$ cat config.mk
export PLATFORM = sky130hd
export DESIGN_NAME = road_request_arbiter
export DESIGN_NICKNAME = d
export VERILOG_FILES = /design/src/rtl/road_pkg.sv /design/src/rtl/road_occupancy_monitor.sv /design/src/rtl/road_request_arbiter.sv
export SDC_FILE = /design/constraint.sdc
export NUM_CORES = 1
export LEC_CHECK = 0
export ABC_AREA = 1
export BUFFER_PORTS_ARGS = -buffer_cell sky130_fd_sc_hd__buf_2
export CORE_MARGIN = 5
export CORE_UTILIZATION = 30
export DETAILED_ROUTE_END_ITERATION = 16
export HOLD_SLACK_MARGIN = 0.08
export PLACE_DENSITY_LB_ADDON = 0.25
export RECOVER_POWER = 50
export SKIP_CTS_REPAIR_TIMING = 1
export SYNTH_ARGS = -nofsm -noshare
export SYNTH_HDL_FRONTEND = slang
export SYNTH_HIERARCHICAL = 1
export SYNTH_SLANG_ARGS = --single-unit
$ cat constraint.sdc
create_clock -name clk -period 2.4 [get_ports clk]
set_input_delay 0.24 -clock clk [delete_from_list [all_inputs] [get_ports clk]]
set_output_delay 0.24 -clock clk [all_outputs]
set_load 0.05 [all_outputs]
$ cat src/rtl/road_pkg.sv
// Shared road constants, arbiter FSM states and round-robin helpers.
// Bit order everywhere: [3]=east [2]=north [1]=west [0]=south.
package road_pkg;

  localparam int EAST  = 3;
  localparam int NORTH = 2;
  localparam int WEST  = 1;
  localparam int SOUTH = 0;

  typedef enum logic [1:0] {
    S_IDLE,
    S_EMERG,
    S_JAM
  } state_t;

  // Search order is east, north, west, south, starting one after ptr.
  // That is a descending index walk, so ptr-1 is tried first.
  // The loop walks backwards so the earliest candidate overwrites last.
  function automatic logic [3:0] rr_pick(
    input logic [3:0] req,
    input logic [1:0] ptr
  );
    logic [3:0] g;
    logic [1:0] idx;
    g = '0;
    for (int k = 4; k >= 1; k--) begin
      idx = ptr - 2'(k);
      if (req[idx]) g = 4'b0001 << idx;
    end
    return g;
  endfunction

  function automatic logic [1:0] oh_idx(input logic [3:0] oh);
    logic [1:0] idx;
    idx = '0;
    for (int i = 0; i < 4; i++)
      if (oh[i]) idx = 2'(i);
    return idx;
  endfunction

endpackage

$ cat src/rtl/road_occupancy_monitor.sv
// Per-road presence/absence timer producing jam and empty flags.
// Ports: clk, rst, tick, present, clear_pres -> jam_flag, empty_flag.
module road_occupancy_monitor #(
  parameter int unsigned JAM_TICKS   = 8,
  parameter int unsigned EMPTY_TICKS = 4,
  parameter int unsigned CW          = 5
) (
  input  logic clk,
  input  logic rst,
  input  logic tick,
  input  logic present,
  input  logic clear_pres,
  output logic jam_flag,
  output logic empty_flag
);

  localparam logic [CW-1:0] JT = CW'(JAM_TICKS);
  localparam logic [CW-1:0] ET = CW'(EMPTY_TICKS);

  logic [CW-1:0] pres_cnt;
  logic [CW-1:0] abs_cnt;

  always_ff @(posedge clk) begin
    if (rst) begin
      pres_cnt <= '0;
      abs_cnt  <= '0;
    end else begin
      if (tick) begin
        if (present) begin
          if (pres_cnt != JT) pres_cnt <= pres_cnt + 1'b1;
          abs_cnt <= '0;
        end else begin
          if (abs_cnt != ET) abs_cnt <= abs_cnt + 1'b1;
          pres_cnt <= '0;
        end
      end
      // A jam grant restarts qualification even if a tick lands too.
      if (clear_pres) pres_cnt <= '0;
    end
  end

  assign jam_flag   = (pres_cnt == JT);
  assign empty_flag = (abs_cnt == ET);

endmodule

$ cat src/rtl/road_request_arbiter.sv
// Builds one-hot Emergency/Jam/Empty requests for the light controller.
// Ports: clk, rst, tick, veh_present[4], emerg_req[4] -> Emergency,
// Jam, Empty (each onehot0), busy (a grant is being held).
module road_request_arbiter #(
  parameter int unsigned JAM_TICKS   = 8,
  parameter int unsigned EMPTY_TICKS = 4,
  parameter int unsigned EMERG_HOLD  = 6,
  parameter int unsigned JAM_HOLD    = 10,
  parameter int unsigned CW          = 5
) (
  input  logic       clk,
  input  logic       rst,
  input  logic       tick,
  input  logic [3:0] veh_present,
  input  logic [3:0] emerg_req,
  output logic [3:0] Emergency,
  output logic [3:0] Jam,
  output logic [3:0] Empty,
  output logic       busy
);

  import road_pkg::*;

  state_t        state, state_n;
  logic [CW-1:0] hold, hold_n;
  logic [3:0]    emerg_n, jam_n, empty_n;
  logic [3:0]    emerg_q, pend_e, pend_n;
  logic [1:0]    eptr, eptr_n, jptr, jptr_n;
  logic [3:0]    jam_flag, empty_flag;
  logic [3:0]    egnt, jgnt;

  for (genvar i = 0; i < 4; i++) begin : g_road
    road_occupancy_monitor #(
      .JAM_TICKS  (JAM_TICKS),
      .EMPTY_TICKS(EMPTY_TICKS),
      .CW         (CW)
    ) u_mon (
      .clk       (clk),
      .rst       (rst),
      .tick      (tick),
      .present   (veh_present[i]),
      .clear_pres(jgnt[i]),
      .jam_flag  (jam_flag[i]),
      .empty_flag(empty_flag[i])
    );
  end

  always_comb begin
    state_n = state;
    hold_n  = hold;
    emerg_n = Emergency;
    jam_n   = Jam;
    empty_n = '0;
    eptr_n  = eptr;
    jptr_n  = jptr;
    egnt    = '0;
    jgnt    = '0;
    unique case (state)
      S_IDLE: begin
        if (|pend_e)
          egnt = rr_pick(pend_e, eptr);
        else if (|jam_flag)
          jgnt = rr_pick(jam_flag, jptr);
        else begin
          priority case (1'b1)
            empty_flag[EAST]:  empty_n[EAST]  = 1'b1;
            empty_flag[NORTH]: empty_n[NORTH] = 1'b1;
            empty_flag[WEST]:  empty_n[WEST]  = 1'b1;
            empty_flag[SOUTH]: empty_n[SOUTH] = 1'b1;
            default: ;
          endcase
        end
      end
      S_EMERG, S_JAM: begin
        // Emergencies preempt a jam hold but never another emergency.
        if (state == S_JAM && |pend_e)
          egnt = rr_pick(pend_e, eptr);
        else if (tick) begin
          if (hold == CW'(1)) begin
            state_n = S_IDLE;
            emerg_n = '0;
            jam_n   = '0;
          end else begin
            hold_n = hold - 1'b1;
          end
        end
      end
      default: begin
        state_n = S_IDLE;
        emerg_n = '0;
        jam_n   = '0;
      end
    endcase
    if (|egnt) begin
      state_n = S_EMERG;
      hold_n  = CW'(EMERG_HOLD);
      emerg_n = egnt;
      jam_n   = '0;
      eptr_n  = oh_idx(egnt);
    end
    if (|jgnt) begin
      state_n = S_JAM;
      hold_n  = CW'(JAM_HOLD);
      jam_n   = jgnt;
      jptr_n  = oh_idx(jgnt);
    end
    // A grant consumes an edge arriving on its own road this cycle.
    pend_n = (pend_e | (emerg_req & ~emerg_q)) & ~egnt;
  end

  always_ff @(posedge clk) begin
    if (rst) begin
      state     <= S_IDLE;
      hold      <= '0;
      Emergency <= '0;
      Jam       <= '0;
      Empty     <= '0;
      emerg_q   <= '0;
      pend_e    <= '0;
      eptr      <= 2'(SOUTH);
      jptr      <= 2'(SOUTH);
    end else begin
      state     <= state_n;
      hold      <= hold_n;
      Emergency <= emerg_n;
      Jam       <= jam_n;
      Empty     <= empty_n;
      emerg_q   <= emerg_req;
      pend_e    <= pend_n;
      eptr      <= eptr_n;
      jptr      <= jptr_n;
    end
  end

  assign busy = (state != S_IDLE);

endmodule

# --- Word-level counts from Yosys, hierarchy flattened ---
# Cells that the tools add are included.
word_totals:
  ff_bits: 71
  output_inout_bits: 13
  wordCells: 211
classes:
  n_addsub: 15
  order_cmp: 8
  eq_ne: 35
  shift: 8
  n_mux: 75
  n_bitwise: 8
  reduce_logical: 39
op_table:
  columns: ["cell", "count"]
  rows:
  - ["$mux 4", 25]
  - ["$mux 5", 16]
  - ["$add 5x1->5 const B", 8]
  - ["$shl 1x2->4 const A", 8]
  - ["$lt 2x3->1 const B", 8]
  - ["$eq 5x3->1 const B", 4]
  - ["$eq 5x4->1 const B", 4]
  - ["$ne 5x3->1 const B", 4]
  - ["$ne 5x4->1 const B", 4]
  - ["$reduce_and 4->1", 5]
  - ["$mux 2", 9]
  - ["$bmux 1 s2", 8]
  - ["$pmux 4 s2", 2]
  - ["$reduce_and 2->1", 8]
  - ["$reduce_or 4->1", 4]
  - ["$mux 1", 14]
  - ["$reduce_bool 2->1", 7]
  - ["$reduce_or 13->1", 1]
  - ["$ne 2x1->1 const B", 6]
  - ["$ne 3x3->1 const B", 4]
  - ["$ne 4x4->1 const B", 3]
  - ["$reduce_or 12->1", 1]
  - ["$reduce_or 11->1", 1]
  - ["$reduce_or 10->1", 1]
  - ["other kinds (19)", 33]

# --- Logic depth before layout (Yosys ltp) ---
# Gate-level depths: netlist of run 1.
logic_depth:
  ltp_word: 13
  depth_mapped: 20
  depth_no_buf: 20

# --- Modules after synthesis ---
# Netlist of run 1, hierarchy kept.
by_module_without_submodules:
  columns: ["module", "instances", "cells_per_inst", "area_per_inst_um2", "seq_area_each_um2"]
  rows:
  - ["road_occupancy_monitor", 4, 106, 720.7, 200.2]
  - ["road_request_arbiter", 1, 320, 2130.8, 620.6]

# --- Worst setup path before layout of run 1 ---
# OpenSTA, ideal clock, no wires.
synth_path:
  kind: "register -> register"
  start: "reg eptr[0]"
  end: "reg Jam[3]"
  setup_time_ns: 0.071
  arrival_time_ns: 2.071
  required_time_ns: 2.329
  path_slack_ns: 0.259
  stages_incl_launch_ff: 14
  n_path_buf: 0
  cell_sequence: "dfxtp_1 > inv_2 > ha_1 > inv_1 > nand3_2 > nand2_2 > nand2_1 > nand3_1 > nand2_2 > nand2_4 > nand2_4 > nor3_4 > nand3_1 > a21oi_1"
synth_between:
  elab_chain_cells: 11
  word_cells_on_any_way: 30
synth_lines:
  columns: ["item", "line_no", "rtl"]
  rows:
  - ["from (decl)", "road_request_arbiter.sv:28", "logic [1:0] eptr, eptr_n, jptr, jptr_n;"]
  - ["from (signal assigned)", "road_request_arbiter.sv:120", "eptr <= 2'(SOUTH);"]
  - ["from (signal assigned)", "road_request_arbiter.sv:130", "eptr <= eptr_n;"]
  - ["$sub 2x2->2 / $bmux 1 s2 (equally long branches)", "road_pkg.sv:27, road_pkg.sv:28", null]
  - ["$bmux 1 s2 / $mux 1 (equally long branches)", "road_pkg.sv:28", "if (req[idx]) g = 4'b0001 << idx;"]
  - ["$mux 1 (not written as such) / $mux 4 (equally long branches)", "road_pkg.sv:28", null]
  - ["$mux 4 (2 in a row)", "road_pkg.sv:28", null]
  - ["$mux 4 (*)", "road_pkg.sv:28", null]
  - ["$mux 4 (on tied branches)", "road_request_arbiter.sv:76, road_request_arbiter.sv:60", null]
  - ["$pmux 4 s2 (*)", "road_request_arbiter.sv:58", "unique case (state)"]
  - ["$reduce_or 4->1 (*)", "road_request_arbiter.sv:94", "if (|egnt) begin"]
  - ["$ne 4x4->1 (no source line) (tied with other cells)", null, null]
  - ["$reduce_and 4->1 (no source line) / $mux 4 (equally long branches)", null, null]
  - ["to (signal assigned)", "road_request_arbiter.sv:126", "Jam <= jam_n;"]
  - ["to (decl)", "road_request_arbiter.sv:17", "output logic [3:0] Jam,"]
# Mark *: on every way between the ends. The rest lies on a longest branch, timed or not. The select of a mux whose other input is x is not followed.
# A chain may end at the register's enable or synchronous reset.

# --- Worst setup path in the final report of run 1 ---
layout_path:
  start: "reg g_road[1].u_mon.pres_cnt[1]"
  end: "reg hold[1]"
layout_between:
  elab_chain_cells: 13
  word_cells_on_any_way: 24
layout_lines:
  columns: ["item", "line_no", "rtl"]
  rows:
  - ["from (decl)", "road_occupancy_monitor.sv:20", "logic [CW-1:0] pres_cnt;"]
  - ["from (signal assigned)", "road_occupancy_monitor.sv:30", "if (pres_cnt != JT) pres_cnt <= pres_cnt + 1'b1;"]
  - ["$eq 5x4->1 (*)", "road_occupancy_monitor.sv:42", "assign jam_flag = (pres_cnt == JT);"]
  - ["net jam_flag[1]", "road_request_arbiter.sv:29", "logic [3:0] jam_flag, empty_flag;"]
  - ["$bmux 1 s2", "road_pkg.sv:28", null]
  - ["$mux 1 (not written as such)", "road_pkg.sv:28", null]
  - ["$mux 4 (4 in a row)", "road_pkg.sv:28", null]
  - ["$mux 4 (*)", "road_request_arbiter.sv:62", "else if (|jam_flag)"]
  - ["$mux 4 (*)", "road_request_arbiter.sv:60", "if (|pend_e)"]
  - ["$mux 4 (*)", "road_request_arbiter.sv:58", null]
  - ["$reduce_or 4->1 (*)", "road_request_arbiter.sv:101", "if (|jgnt) begin"]
  - ["$ne 3x1->1 (no source line) / $reduce_bool 3->1 (equally long branches)", null, null]
  - ["$reduce_and 4->1 (no source line)", null, null]
  - ["to (signal assigned)", "road_request_arbiter.sv:124", "hold <= hold_n;"]
  - ["to (decl)", "road_request_arbiter.sv:25", "logic [CW-1:0] hold, hold_n;"]
# Mark *: on every way through the listed nets, which the timed path passes. The rest lies on a longest branch. The select of a mux whose other input is x is not followed.

==> results.env, run 1 <==
SKEW_NS=0.006705
SYNTH.CELL_AREA_MM2=0.005014
POST_DRT_VIA_CELL_RATIO=4.394
FINAL-SETUP-VIOL-COUNT=0
PLACE.DETAILED.INSTANCES=1006
SYNTH_AREA_LEADER_CELL='sky130_fd_sc_hd__dfxtp_1'
DETAIL_ROUTE.DRC_VIOLATIONS=0
IO_BUFFERS=23
DETAIL_ROUTE.FIRST_PASS.ITERATIONS=4
CTS.REPORTEDPATHS.CLKPINSLEW_NS=0.06
WORSTSETUPENDPOINT='hold[1]$_SDFFE_PP0P_'
FINAL-HOLD-VIOLATION-COUNT=0
TIMING.FMAX_MHz=433.4
ARRIVAL_NS=2.55
MAXCAPVIOLATIONS=0
SYNTH_CELLS=744
NUMBER_OF_STORAGE_ELEMENTS_IN_THE_SYNTHESIS_NETLIST=71
CLOCK_SINKS=71
CTS_TREE='done'
WORST_MARGIN_SLEW_NS=0.6224
GRT_ANTENNA_BEFORE_REPAIR=0
MOSTFREQUENTLAYOUTCELL='sky130_fd_sc_hd__nand2_1'
GRT_OVERFLOW_TOTAL=0
CP_SLOWEST_CELL='sky130_fd_sc_hd__dfxtp_2'
DIEHEIGHT_UM=139.3
CRIT_CHAIN='inv_2, ha_4, nand2_4, nor3_4, buf_4, nand2_4, nand3_2, o21a_4, inv_4, or2_1, nand2_1, inv_1, nand2_2, nand2_2, nor2_4, buf_6, nand2_1, o21ai_1, inv_1'
RELSLEWSLACK_PCT=58.69
LAYOUT_COMMON_CELLS='sky130_fd_sc_hd__nand2_1 (169), sky130_fd_sc_hd__inv_1 (80), sky130_fd_sc_hd__nand3_1 (75)'
FF2FF_SETUP_SLACK_NS=0.09
FILL_CELLS=1771
CRITICAL-PATH-TOP-DELAY-FAMILY='simple AND/OR/NAND/NOR gates'
DIEWIDTH_UM=139.3
SHARE_OF_THE_YOSYS_CHIP_AREA_BELONGING_TO_REGISTERS_PCT=28.35
FINAL_NET_COUNT=860
WIRE_LENGTH_OF_THE_FIRST_GLOBAL_ROUTING_PASS_UM=18770
SLEW_VIOL_FINAL=0
RSZ_0062_RAISED_AFTER_GLOBAL_ROUTING='yes'
MAXIMUM_NUMBER_OF_PINS_ON_ONE_NET_BEFORE_GLOBAL_ROUTE_REPAIR=36
NUM_ANTENNA_CELLS=0
CELL_AT_THE_ROOT_OF_THE_CLOCK_TREE='sky130_fd_sc_hd__clkbuf_16'
CRITICAL_PATH_DEPTH=19
DRT-TOTAL-WL_UM=11230
CTSLONGESTPATHBUFFERS=2
CRIT_TYPE='reg -> reg'
STATUS='finished, final reports clean'
CRITPATHCAPTURETYPE='flip-flop'
NUM_VIAS=4570
DIEAREA_MM2=0.01940
MIN-DELAY-START='emerg_req[0]'
POST_ROUTE_CELLS_DRIVE_ABOVE_1_SHARE_PCT=26.10
CRITPATHLAUNCHTYPE='flip-flop'
LAYOUT_MIN_CYCLE_TIME_NS=2.307
POSTSYNTH.TOPFLOPCELL='sky130_fd_sc_hd__dfxtp_1'
CRITICAL_PATH_PEAK_FANOUT=5
CLOCK_TREE.HTREE_LEVEL_COUNT=3
CTS-BUFFERS-INSERTED=9
I_O_PIN_CNT=24
WHS_PATH_DEPTH=3
ROUTEDWLPERCELL_UM=10.80
TOTAL_NETS_AFTER_SYNTHESIS=789
R2R_CELLS=19
CP_NUM_BUF_INV=6
CP-STARTPOINT='g_road[1].u_mon/pres_cnt[1]$_SDFFE_PP0P_'
NUMBER_OF_WARNINGS_REPORTED_IN_THE_YOSYS_SYNTHESIS_LOG=6
FINAL_MIN_PERIOD_OVER_CLOCK_PERIOD_PCT=96.14
TIMING.HOLD.WS_NS=0.1175
ANT_NETS=0
FIRST_GLOBAL_VIAS=4002
DETAIL_ROUTE.ITER0.VIOLATIONS=186
INITIAL_UTILIZATION_PCT=30.45
CLOCK_INSERTION_DELAY_WORST_SKEW_NS=0.34
CRIT_REQUIRED_NS=2.64
SETUP_WS_POST_LAYOUT_NS=0.09270
POWER.DENSITY_mW_PER_MM2=801.2
SYNTH-EDFF-COUNT=0
IRDROPWORSTVDD_V=0.0004738
FIN_SETUP_TNS_NS=0
CORE_MM2=0.01647
TIMING.RR.START='g_road[1].u_mon/pres_cnt[1]$_SDFFE_PP0P_'
SYNTH_AREA_PER_CELL_UM2=6.739
AREA_GROWTH_PCT=22.36
GLOBALPLACE.CONGESTION=0.8234
PLACE_HPWL_UM=8275
REG_TO_REG_CRITICAL_PATH_ENDPOINT='hold[1]$_SDFFE_PP0P_'
CP_SLOWEST_STAGE_DELAY_NS=0.32
POWER_uW=4915
INSTANCES_NO_FILL=1040
GRTUSAGETOTAL_PCT=11.56
STD_CELL_ROWS=47
SYNTH.AREA.TOP_CELLS='sky130_fd_sc_hd__dfxtp_1 (28%), sky130_fd_sc_hd__nand2_1 (13%), sky130_fd_sc_hd__ha_1 (8.5%)'
HOLDCRITPATHCLASS='in -> reg'
ASYNC_RESET_FF_SHARE_PCT=0
CELLLEAKAGEPOWER_uW=0.002839
NETLIST-CELL-TYPE-COUNT=39
PLACEMENT.SETUP.WORST_SLACK_NS=-0.08513
POST-SYNTH-TOP-AREA-FRACTION_PCT=28.35
## synthesized netlist by cell type, types with 5 or more instances
cell                         n
sky130_fd_sc_hd__a21oi_1    41
sky130_fd_sc_hd__a21oi_2     8
sky130_fd_sc_hd__buf_4       8
sky130_fd_sc_hd__clkinv_1    8
sky130_fd_sc_hd__dfxtp_1    71
sky130_fd_sc_hd__ha_1       34
sky130_fd_sc_hd__inv_1      88
sky130_fd_sc_hd__inv_2      29
sky130_fd_sc_hd__nand2_1   175
sky130_fd_sc_hd__nand2_2    18
sky130_fd_sc_hd__nand2_4    11
sky130_fd_sc_hd__nand3_1    75
sky130_fd_sc_hd__nand3_2     8
sky130_fd_sc_hd__nand3_4     8
sky130_fd_sc_hd__nand4_1    19
sky130_fd_sc_hd__nor2_1     72
sky130_fd_sc_hd__nor2_2      9
sky130_fd_sc_hd__nor2_4      5
sky130_fd_sc_hd__nor3_1     10
sky130_fd_sc_hd__o21ai_0     5
sky130_fd_sc_hd__o21ai_1    12
## layout make-up
| class | instances | area, µm² | area share (%) |
|---|---|---|---|
| clock inverters | 6 | 91.34 | 1.489 |
| inverters | 129 | 491.7 | 8.016 |
| clock buffers | 10 | 239.0 | 3.896 |
| flip-flops and latches | 71 | 1426 | 23.25 |
| repair buffers | 74 | 496.7 | 8.097 |
| multi-input cells | 530 | 3114 | 50.76 |
| well taps | 220 | 275.3 | 4.487 |
## logic make-up (layout without fill, tap and decap cells)
kind of cell	count (synthesis)	in the layout	synth area share, %
AO/OA/AOI/OAI	72	72	8.111
multiplexers	1	1	0.1997
buffers and inverters	143	219	12.00
AND/OR/NAND/NOR	420	420	42.33
flip-flops	71	71	28.35
XOR/XNOR	3	3	0.5242
adder cells (fa/ha/maj)	34	34	8.485
## power by group
group | leakage [µW] | internal, µW | switching, µW
registers | 0.000583 | 1310 | 93.4
clock network | 0.000163 | 945 | 545
logic | 0.00209 | 729 | 1290
total | 0.00284 | 2980 | 1930
## state kept, by name, indices dropped and copies added (netlist names)
name	cells
g_road.u_mon/abs_cnt	20
g_road.u_mon/pres_cnt	20
hold	5
Emergency	4
Empty	4
Jam	4
emerg_q	4
pend_e	4
eptr	2
jptr	2
state	2
## per-stage QoR
stage / utilization, % / cell area [µm²]
final: 37.26 / 6135
after CTS: 35.65 / 5869
after global routing: 37.26 / 6135
after detailed placement: 33.64 / 5539
after floorplan: - / 5014
after global placement: 33.64 / 5539
## how the worst min path moves through the flow
stage / endpoint / slack, ns
3_5_place_dp: Emergency[2]$_SDFFE_PP0P_ / 0.45
3_3_place_gp: Emergency[3]$_SDFFE_PP0P_ / 0.45
2_1_floorplan: emerg_q[2]$_SDFF_PP0_ / 0.36
5_1_grt: emerg_q[0]$_SDFF_PP0_ / 0.12
4_1_cts: emerg_q[0]$_SDFF_PP0_ / 0.10
6_report: emerg_q[0]$_SDFF_PP0_ / 0.12
## worst reg2reg max path, delay by kind of cell (launching register included)
kind            cells  cell delay [ns]
flops               1             0.32
compound gates      2             0.28
buf+inv             6             0.50
simple gates       10             0.95
fa+ha+maj           1             0.14
## metal layers
layer  part of all wire (%)  GRT usage (%)  vias up
met5                      0              0        -
met4                    1.3          3.605        0
met3                    3.1          3.122       11
met2                     46          18.40       49
met1                     50          15.31     2004
li1                       -              -     2506
Power figures use the tool's default switching activity.
==> run 2, diff against run 1 <==
--- a/config.mk
+++ b/config.mk
@@ -5,7 +5,6 @@
 export SDC_FILE = /design/constraint.sdc
 export NUM_CORES = 1
 export LEC_CHECK = 0
-export ABC_AREA = 1
 export BUFFER_PORTS_ARGS = -buffer_cell sky130_fd_sc_hd__buf_2
 export CORE_MARGIN = 5
 export CORE_UTILIZATION = 30
==> run 2 against run 1 <==
Effect of this change: the run now ends with setup timing left; clock skew down 0.0023 ns; sequential power barely moved; via count is 9.5% lower; non-clock buffer count increased by 22.
==> results.env, run 2 <==
TIMING.FMAX_MHz=369.0
CRITICAL_PATH_DEPTH=10
CELLLEAKAGEPOWER_uW=0.002182
POWER_uW=4781
SYNTH.CELL_AREA_MM2=0.004392
NETLIST-CELL-TYPE-COUNT=52
NUM_VIAS=4138
YOSYS.AREA_SHARE.ADDER_PCT=9.687
FINAL-HOLD-VIOLATION-COUNT=0
SYNTH.MOST_COMMON_CELL='sky130_fd_sc_hd__dfxtp_1'
WIRE_LENGTH_OF_THE_FIRST_GLOBAL_ROUTING_PASS_UM=18010
CP-STARTPOINT='g_road[2].u_mon/pres_cnt[1]$_SDFFE_PP0P_'
ARRIVAL_NS=2.97
VIOLATIONS='setup timing'
GRTUSAGETOTAL_PCT=13.04
RSZ_0062_RAISED_AFTER_GLOBAL_ROUTING='yes'
CTSLONGESTPATHBUFFERS=2
CRITICAL-PATH-TOP-DELAY-FAMILY='compound AO/OA/AOI/OAI gates'
POWER.DENSITY_mW_PER_MM2=814.8
CLOCK_INSERTION_DELAY_WORST_SKEW_NS=0.34
IO_BUFFERS=23
CLOCK_POWER_SHARE_PCT=30.4
DIEWIDTH_UM=131.0
STDCELL_AREA_MM2=0.005868
SKEW_NS=0.004443
POST_SYNTH_MUX_AREA_SHARE_PCT=6.610
STATUS='complete, but fails checks'
CRITPATHCAPTURETYPE='flip-flop'
POST_DRT_VIA_CELL_RATIO=5.245
PLACEMENT.SETUP.WORST_SLACK_NS=-0.3585
LAYOUT_MIN_CYCLE_TIME_NS=2.710
FINAL_MIN_PERIOD_OVER_CLOCK_PERIOD_PCT=112.9
DETAIL_ROUTE.DRC_VIOLATIONS=0
SHARE_OF_THE_YOSYS_CHIP_AREA_BELONGING_TO_REGISTERS_PCT=32.36
GRT_OVERFLOW_TOTAL=0
FINAL-SETUP-VIOL-COUNT=39
CLOCK_TREE.HTREE_LEVEL_COUNT=3
SETUP_WS_POST_LAYOUT_NS=-0.3100
P_SW_SHARE_PCT=34.88
WORSTSETUPENDPOINT='g_road[2].u_mon/pres_cnt[0]$_SDFFE_PP0P_'
DETAIL_ROUTE.ITER0.VIOLATIONS=196
SHARE_SEQ_OF_TOTAL_POWER_PCT=29.4
CRIT_TYPE='reg -> reg'
SYNTH_AREA_PER_CELL_UM2=8.594
MAXIMUM_NUMBER_OF_PINS_ON_ONE_NET_BEFORE_GLOBAL_ROUTE_REPAIR=65
INITIAL_UTILIZATION_PCT=30.45
POSTSYNTH.TOPFLOPCELL='sky130_fd_sc_hd__dfxtp_1'
SLEW_VIOL_FINAL=0
P_SW_uW=1667
POWER.SHARE.COMBINATIONAL_PCT=40.3
FF2FF_SETUP_SLACK_NS=-0.31
CP_NUM_BUF_INV=3
CRIT_REQUIRED_NS=2.66
MAXCAPVIOLATIONS=0
WORST_MARGIN_SLEW_NS=0.6949
GRT_ANTENNA_BEFORE_REPAIR=0
REG_TOP3='g_road.u_mon/abs_cnt: 20 flops, g_road.u_mon/pres_cnt: 20 flops, hold: 5 flops'
MOSTFREQUENTLAYOUTCELL='sky130_fd_sc_hd__buf_4'
FILL_CELLS=1467
SYNTH-EDFF-COUNT=0
CTS-BUFFERS-INSERTED=9
TIMING.RR.START='g_road[2].u_mon/pres_cnt[1]$_SDFFE_PP0P_'
CRITPATHLAUNCHTYPE='flip-flop'
SYNTH_CELLS=511
CORE_MM2=0.01442
NUMBER_OF_WARNINGS_REPORTED_IN_THE_YOSYS_SYNTHESIS_LOG=6
PLACE_AREA_MM2=0.005157
TOTAL_NETS_AFTER_SYNTHESIS=556
NUM_ANTENNA_CELLS=0
DIEAREA_MM2=0.01716
COMPOUND_GATE_PORTION_OF_THE_SYNTHESIZED_AREA_PCT=16.38
POST-SYNTH-TOP-AREA-FRACTION_PCT=32.36
AREA_GROWTH_PCT=33.62
PLACE_HPWL_UM=7928
LAYOUT_COMMON_CELLS='sky130_fd_sc_hd__buf_4 (63), sky130_fd_sc_hd__dfxtp_1 (59), sky130_fd_sc_hd__nand3_1 (38)'
CTS.REPORTEDPATHS.CLKPINSLEW_NS=0.06
CRITICAL_PATH_PEAK_FANOUT=6
STD_CELL_ROWS=44
ASYNC_RESET_FF_SHARE_PCT=0
SYNTH_TOP_FAMILY_BY_AREA='simple AND/OR/NAND/NOR gates'
CELL_AT_THE_ROOT_OF_THE_CLOCK_TREE='sky130_fd_sc_hd__clkbuf_16'
CTS_TREE='done'
ANT_NETS=0
DIEHEIGHT_UM=131.0
FINAL_NET_COUNT=645
REG_TO_REG_CRITICAL_PATH_ENDPOINT='g_road[2].u_mon/pres_cnt[0]$_SDFFE_PP0P_'
NUMBER_OF_STORAGE_ELEMENTS_IN_THE_SYNTHESIS_NETLIST=71
I_O_PIN_CNT=24
CP_SLOWEST_STAGE_DELAY_NS=0.54
RELSLEWSLACK_PCT=53.67
SYNTH.AREA.TOP_CELLS='sky130_fd_sc_hd__dfxtp_1 (32%), sky130_fd_sc_hd__ha_1 (9.7%), sky130_fd_sc_hd__nand3_1 (4.4%)'
DRT-TOTAL-WL_UM=11410
IRDROPWORSTVDD_V=0.0006766
POST_ROUTE_CELLS_DRIVE_ABOVE_1_SHARE_PCT=34.05
ROUTEDWLPERCELL_UM=14.46
FIRST_GLOBAL_VIAS=3826
SYNTH_AREA_LEADER_CELL='sky130_fd_sc_hd__dfxtp_1'
DETAIL_ROUTE.FIRST_PASS.ITERATIONS=4
R2R_CELLS=10
SYNTH_XOR_XNOR_AREA_SHARE_PCT=0.7977
CELLINTERNALPOWER_uW=3114
HOLDCRITPATHCLASS='in -> reg'
TIMING.HOLD.WS_NS=0.1350
GLOBALPLACE.CONGESTION=0.8715
CP_SLOWEST_CELL='sky130_fd_sc_hd__mux4_2'
CLOCK_SINKS=71
CRIT_CHAIN='inv_2, ha_4, and4bb_4, mux4_2, a221o_1, a32o_2, buf_4, buf_6, or2_4, a31oi_1'
SYNTH_SIMPLE_GATE_AREA_SHARE_PCT=27.95
SYNTH_TOP_CELLS_BY_COUNT='sky130_fd_sc_hd__dfxtp_1 (71), sky130_fd_sc_hd__inv_1 (47), sky130_fd_sc_hd__nand3_1 (39)'
[run 2: kinds of logic after synthesis]
group / count (synthesis)
XOR/XNOR: 4
AO/OA/AOI/OAI: 118
adder cells (fa/ha/maj): 34
multiplexers: 22
buffers and inverters: 66
flip-flops: 71
AND/OR/NAND/NOR: 196
[run 2: routing by layer]
metal	global-route usage (%)	up-vias	share of wire (%)
li1	-	2064	-
met1	16.17	1987	45
met2	21.77	77	50
met3	4.024	10	3.6
met4	3.811	0	1.1
met5	0	-	0
[run 2: per-stage QoR]
step                cells  TNS (ns)  utilization, %
finish                789    -7.373           40.68
global route          789    -11.10           40.68
CTS                   772    -8.704           37.99
detailed placement    756    -7.852           35.76
global placement      756    -6.546           35.76
floorplan             511    -2.614               -
[run 2: worst min path at each step]
stage | startpoint | endpoint | cells after the start
after global routing | emerg_req[0] | emerg_q[0]$_SDFF_PP0_ | 2
final | emerg_req[0] | emerg_q[0]$_SDFF_PP0_ | 2
after CTS | emerg_req[0] | emerg_q[0]$_SDFF_PP0_ | 2
after detailed placement | Emergency[1]$_SDFFE_PP0P_ | Emergency[1]$_SDFFE_PP0P_ | 2
after global placement | Emergency[3]$_SDFFE_PP0P_ | Emergency[3]$_SDFFE_PP0P_ | 2
after floorplan | rst | g_road[0].u_mon/abs_cnt[3]$_SDFFE_PP0P_ | 1
[run 2: power groups by stage]
stage / clock, µW / combinational (µW) / sequential [µW]
floorplan: 0 / 919 / 1510
global placement: 0 / 1490 / 1410
detailed placement: 0 / 1510 / 1410
CTS: 1500 / 1520 / 1390
global route: 1550 / 2090 / 1420
finish: 1450 / 1930 / 1400
[run 2: area by class of cell]
class                   count  area (µm²)  area share (%)
multi-input cells         374        2977           50.72
flip-flops and latches     71        1439           24.52
repair buffers             96       709.4           12.09
clock buffers              10       239.0           4.072
well taps                 184       230.2           3.923
inverters                  48       190.2           3.241
clock inverters             6       83.83           1.429
==> run 3, diff against run 2 <==
--- a/config.mk
+++ b/config.mk
@@ -8,6 +8,8 @@
 export BUFFER_PORTS_ARGS = -buffer_cell sky130_fd_sc_hd__buf_2
 export CORE_MARGIN = 5
 export CORE_UTILIZATION = 30
+export CTS_BUF_LIST = sky130_fd_sc_hd__clkbuf_8
+export CTS_CLUSTER_SIZE = 40
 export DETAILED_ROUTE_END_ITERATION = 16
 export HOLD_SLACK_MARGIN = 0.08
 export PLACE_DENSITY_LB_ADDON = 0.25
==> run 3 against run 2 <==
Effect of this change: the run still ends with setup timing left; worst setup slack got worse by 0.025 ns; worst hold slack worse by 0.025 ns; clock power decreased by 26%; final area fell by 1.9%; global-route usage is 0.085 points lower; clock skew rose by 0.0035 ns; highest routed layer unchanged.
==> results.env, run 3 (synthesis results as in run 2) <==
REG_TOP3='g_road.u_mon/abs_cnt: 20 flops, g_road.u_mon/pres_cnt: 20 flops, hold: 5 flops'
DETAIL_ROUTE.DRC_VIOLATIONS=0
INITIAL_UTILIZATION_PCT=30.45
SLEW_VIOL_FINAL=0
TIMING.FMAX_MHz=365.6
PLACEMENT.SETUP.WORST_SLACK_NS=-0.3585
CP_NUM_BUF_INV=1
CRIT_REQUIRED_NS=2.66
MAXCAPVIOLATIONS=0
FINAL_MIN_PERIOD_OVER_CLOCK_PERIOD_PCT=114.0
CORE_MM2=0.01442
CLOCK_TREE.HTREE_LEVEL_COUNT=3
FINAL_NET_COUNT=643
FIN_SETUP_TNS_NS=-8.363
ARRIVAL_NS=2.99
FINAL-HOLD-VIOLATION-COUNT=0
CP-STARTPOINT='g_road[3].u_mon/pres_cnt[0]$_SDFFE_PP0P_'
ROUTEDWLPERCELL_UM=14.21
CRIT_CHAIN='inv_4, ha_4, and4bb_4, mux4_2, nor2b_4, a221o_1, a32o_2, nor4_4, nand2_2, o21ba_1'
CRITPATHCAPTURETYPE='flip-flop'
WIRE_LENGTH_OF_THE_FIRST_GLOBAL_ROUTING_PASS_UM=18000
P_SW_uW=1596
CLOCK_POWER_SHARE_PCT=25.3
POWER_uW=4265
SHARE_SEQ_OF_TOTAL_POWER_PCT=32.8
CLOCK_SINKS=71
STD_CELL_ROWS=44
POST_DRT_VIA_CELL_RATIO=5.205
CRITICAL-PATH-TOP-DELAY-FAMILY='simple AND/OR/NAND/NOR gates'
LAYOUT_MIN_CYCLE_TIME_NS=2.735
WORST_MARGIN_SLEW_NS=1.363
CTS-BUFFERS-INSERTED=9
HOLDCRITPATHCLASS='in -> reg'
POWER.SHARE.COMBINATIONAL_PCT=41.9
AREA_GROWTH_PCT=31.11
DIEAREA_MM2=0.01716
GRTUSAGETOTAL_PCT=12.95
DETAIL_ROUTE.ITER0.VIOLATIONS=147
INSTANCES_NO_FILL=787
FILL_CELLS=1489
DETAIL_ROUTE.FIRST_PASS.ITERATIONS=4
CP_SLOWEST_STAGE_DELAY_NS=0.46
P_SW_SHARE_PCT=37.41
MAXIMUM_NUMBER_OF_PINS_ON_ONE_NET_BEFORE_GLOBAL_ROUTE_REPAIR=65
ANT_NETS=0
PLACE_HPWL_UM=7928
LAYOUT_COMMON_CELLS='sky130_fd_sc_hd__dfxtp_1 (59), sky130_fd_sc_hd__buf_4 (59), sky130_fd_sc_hd__nand3_1 (38)'
CELLINTERNALPOWER_uW=2669
TIMING.HOLD.WS_NS=0.1100
DIEWIDTH_UM=131.0
CRITICAL_PATH_PEAK_FANOUT=7
SKEW_NS=0.007941
DRT-TOTAL-WL_UM=11180
I_O_PIN_CNT=24
DIEHEIGHT_UM=131.0
POST_ROUTE_CELLS_DRIVE_ABOVE_1_SHARE_PCT=32.50
VIOLATIONS='setup timing'
CLOCK_INSERTION_DELAY_WORST_SKEW_NS=0.36
GRT_ANTENNA_BEFORE_REPAIR=0
CRITPATHLAUNCHTYPE='flip-flop'
FIRST_GLOBAL_VIAS=3842
SETUP_WS_POST_LAYOUT_NS=-0.3349
IRDROPWORSTVDD_V=0.0006243
NUM_VIAS=4096
CELL_AT_THE_ROOT_OF_THE_CLOCK_TREE='sky130_fd_sc_hd__clkbuf_8'
AREA.SEQUENTIAL_MM2=0.001439
CRIT_TYPE='reg -> reg'
TIMING.RR.START='g_road[3].u_mon/pres_cnt[0]$_SDFFE_PP0P_'
GLOBALPLACE.CONGESTION=0.8715
CTS.REPORTEDPATHS.CLKPINSLEW_NS=0.08
POWER.DENSITY_mW_PER_MM2=740.7
GRT_OVERFLOW_TOTAL=0
CTS_TREE='done'
CTSLONGESTPATHBUFFERS=2
RELSLEWSLACK_PCT=9.107
CELLLEAKAGEPOWER_uW=0.002073
PLACE.DETAILED.INSTANCES=756
FINAL-SETUP-VIOL-COUNT=36
NUM_ANTENNA_CELLS=0
IO_BUFFERS=23
STATUS='complete, but fails checks'
CP_SLOWEST_CELL='sky130_fd_sc_hd__mux4_2'
MULTI_INPUT_AREA_MM2=0.003010
RSZ_0062_RAISED_AFTER_GLOBAL_ROUTING='yes'
MIN-DELAY-START='emerg_req[0]'
## run 3: layer usage
metal / vias to the layer above / share of wire (%) / track usage, %
met5: - / 0 / 0
met4: 0 / 1.1 / 3.993
met1: 1974 / 45 / 16.12
met3: 10 / 3.1 / 3.537
li1: 2059 / - / -
met2: 53 / 51 / 21.80
## run 3: power by group through the flow
stage / clock network (µW) / logic (µW) / registers (µW)
final: 1080 / 1790 / 1400
after floorplan: 0 / 919 / 1510
after global placement: 0 / 1490 / 1410
after global routing: 1180 / 1950 / 1420
after CTS: 1130 / 1520 / 1390
after detailed placement: 0 / 1510 / 1410
## run 3: stage by stage
stage	cell area [µm²]	util (%)
2_1_floorplan	4478	-
3_3_place_gp	5157	35.76
3_5_place_dp	5157	35.76
4_1_cts	5379	37.29
5_1_grt	5758	39.92
6_report	5758	39.92
## run 3: final cells by class
cell class | count | share of cell area (%)
clock inverter | 6 | 1.456
tap | 184 | 3.998
sequential | 71 | 24.99
timing repair buffer | 94 | 11.67
inverter | 48 | 3.216
clock buffer | 10 | 2.390
multi-input combinational | 374 | 52.28
## run 3: worst register-to-register path, cell delays in order (launching register included)
cell and delay, ns:
sky130_fd_sc_hd__dfxtp_4 0.36, sky130_fd_sc_hd__inv_4 0.03, sky130_fd_sc_hd__ha_4 0.13, sky130_fd_sc_hd__and4bb_4 0.21
sky130_fd_sc_hd__mux4_2 0.46, sky130_fd_sc_hd__nor2b_4 0.15, sky130_fd_sc_hd__a221o_1 0.29, sky130_fd_sc_hd__a32o_2 0.30
sky130_fd_sc_hd__nor4_4 0.31, sky130_fd_sc_hd__nand2_2 0.17, sky130_fd_sc_hd__o21ba_1 0.22
## run 3: path summary, 6_finish.rpt
kind                               endpoint  slack, ns  cells past startpoint
hold / removal        emerg_q[0]$_SDFF_PP0_       0.11                      2
setup / recovery       hold[1]$_SDFFE_PP0P_      -0.33                     10
hold reg to reg   Emergency[1]$_SDFFE_PP0P_       0.47                      2
setup reg to reg       hold[1]$_SDFFE_PP0P_      -0.33                     10
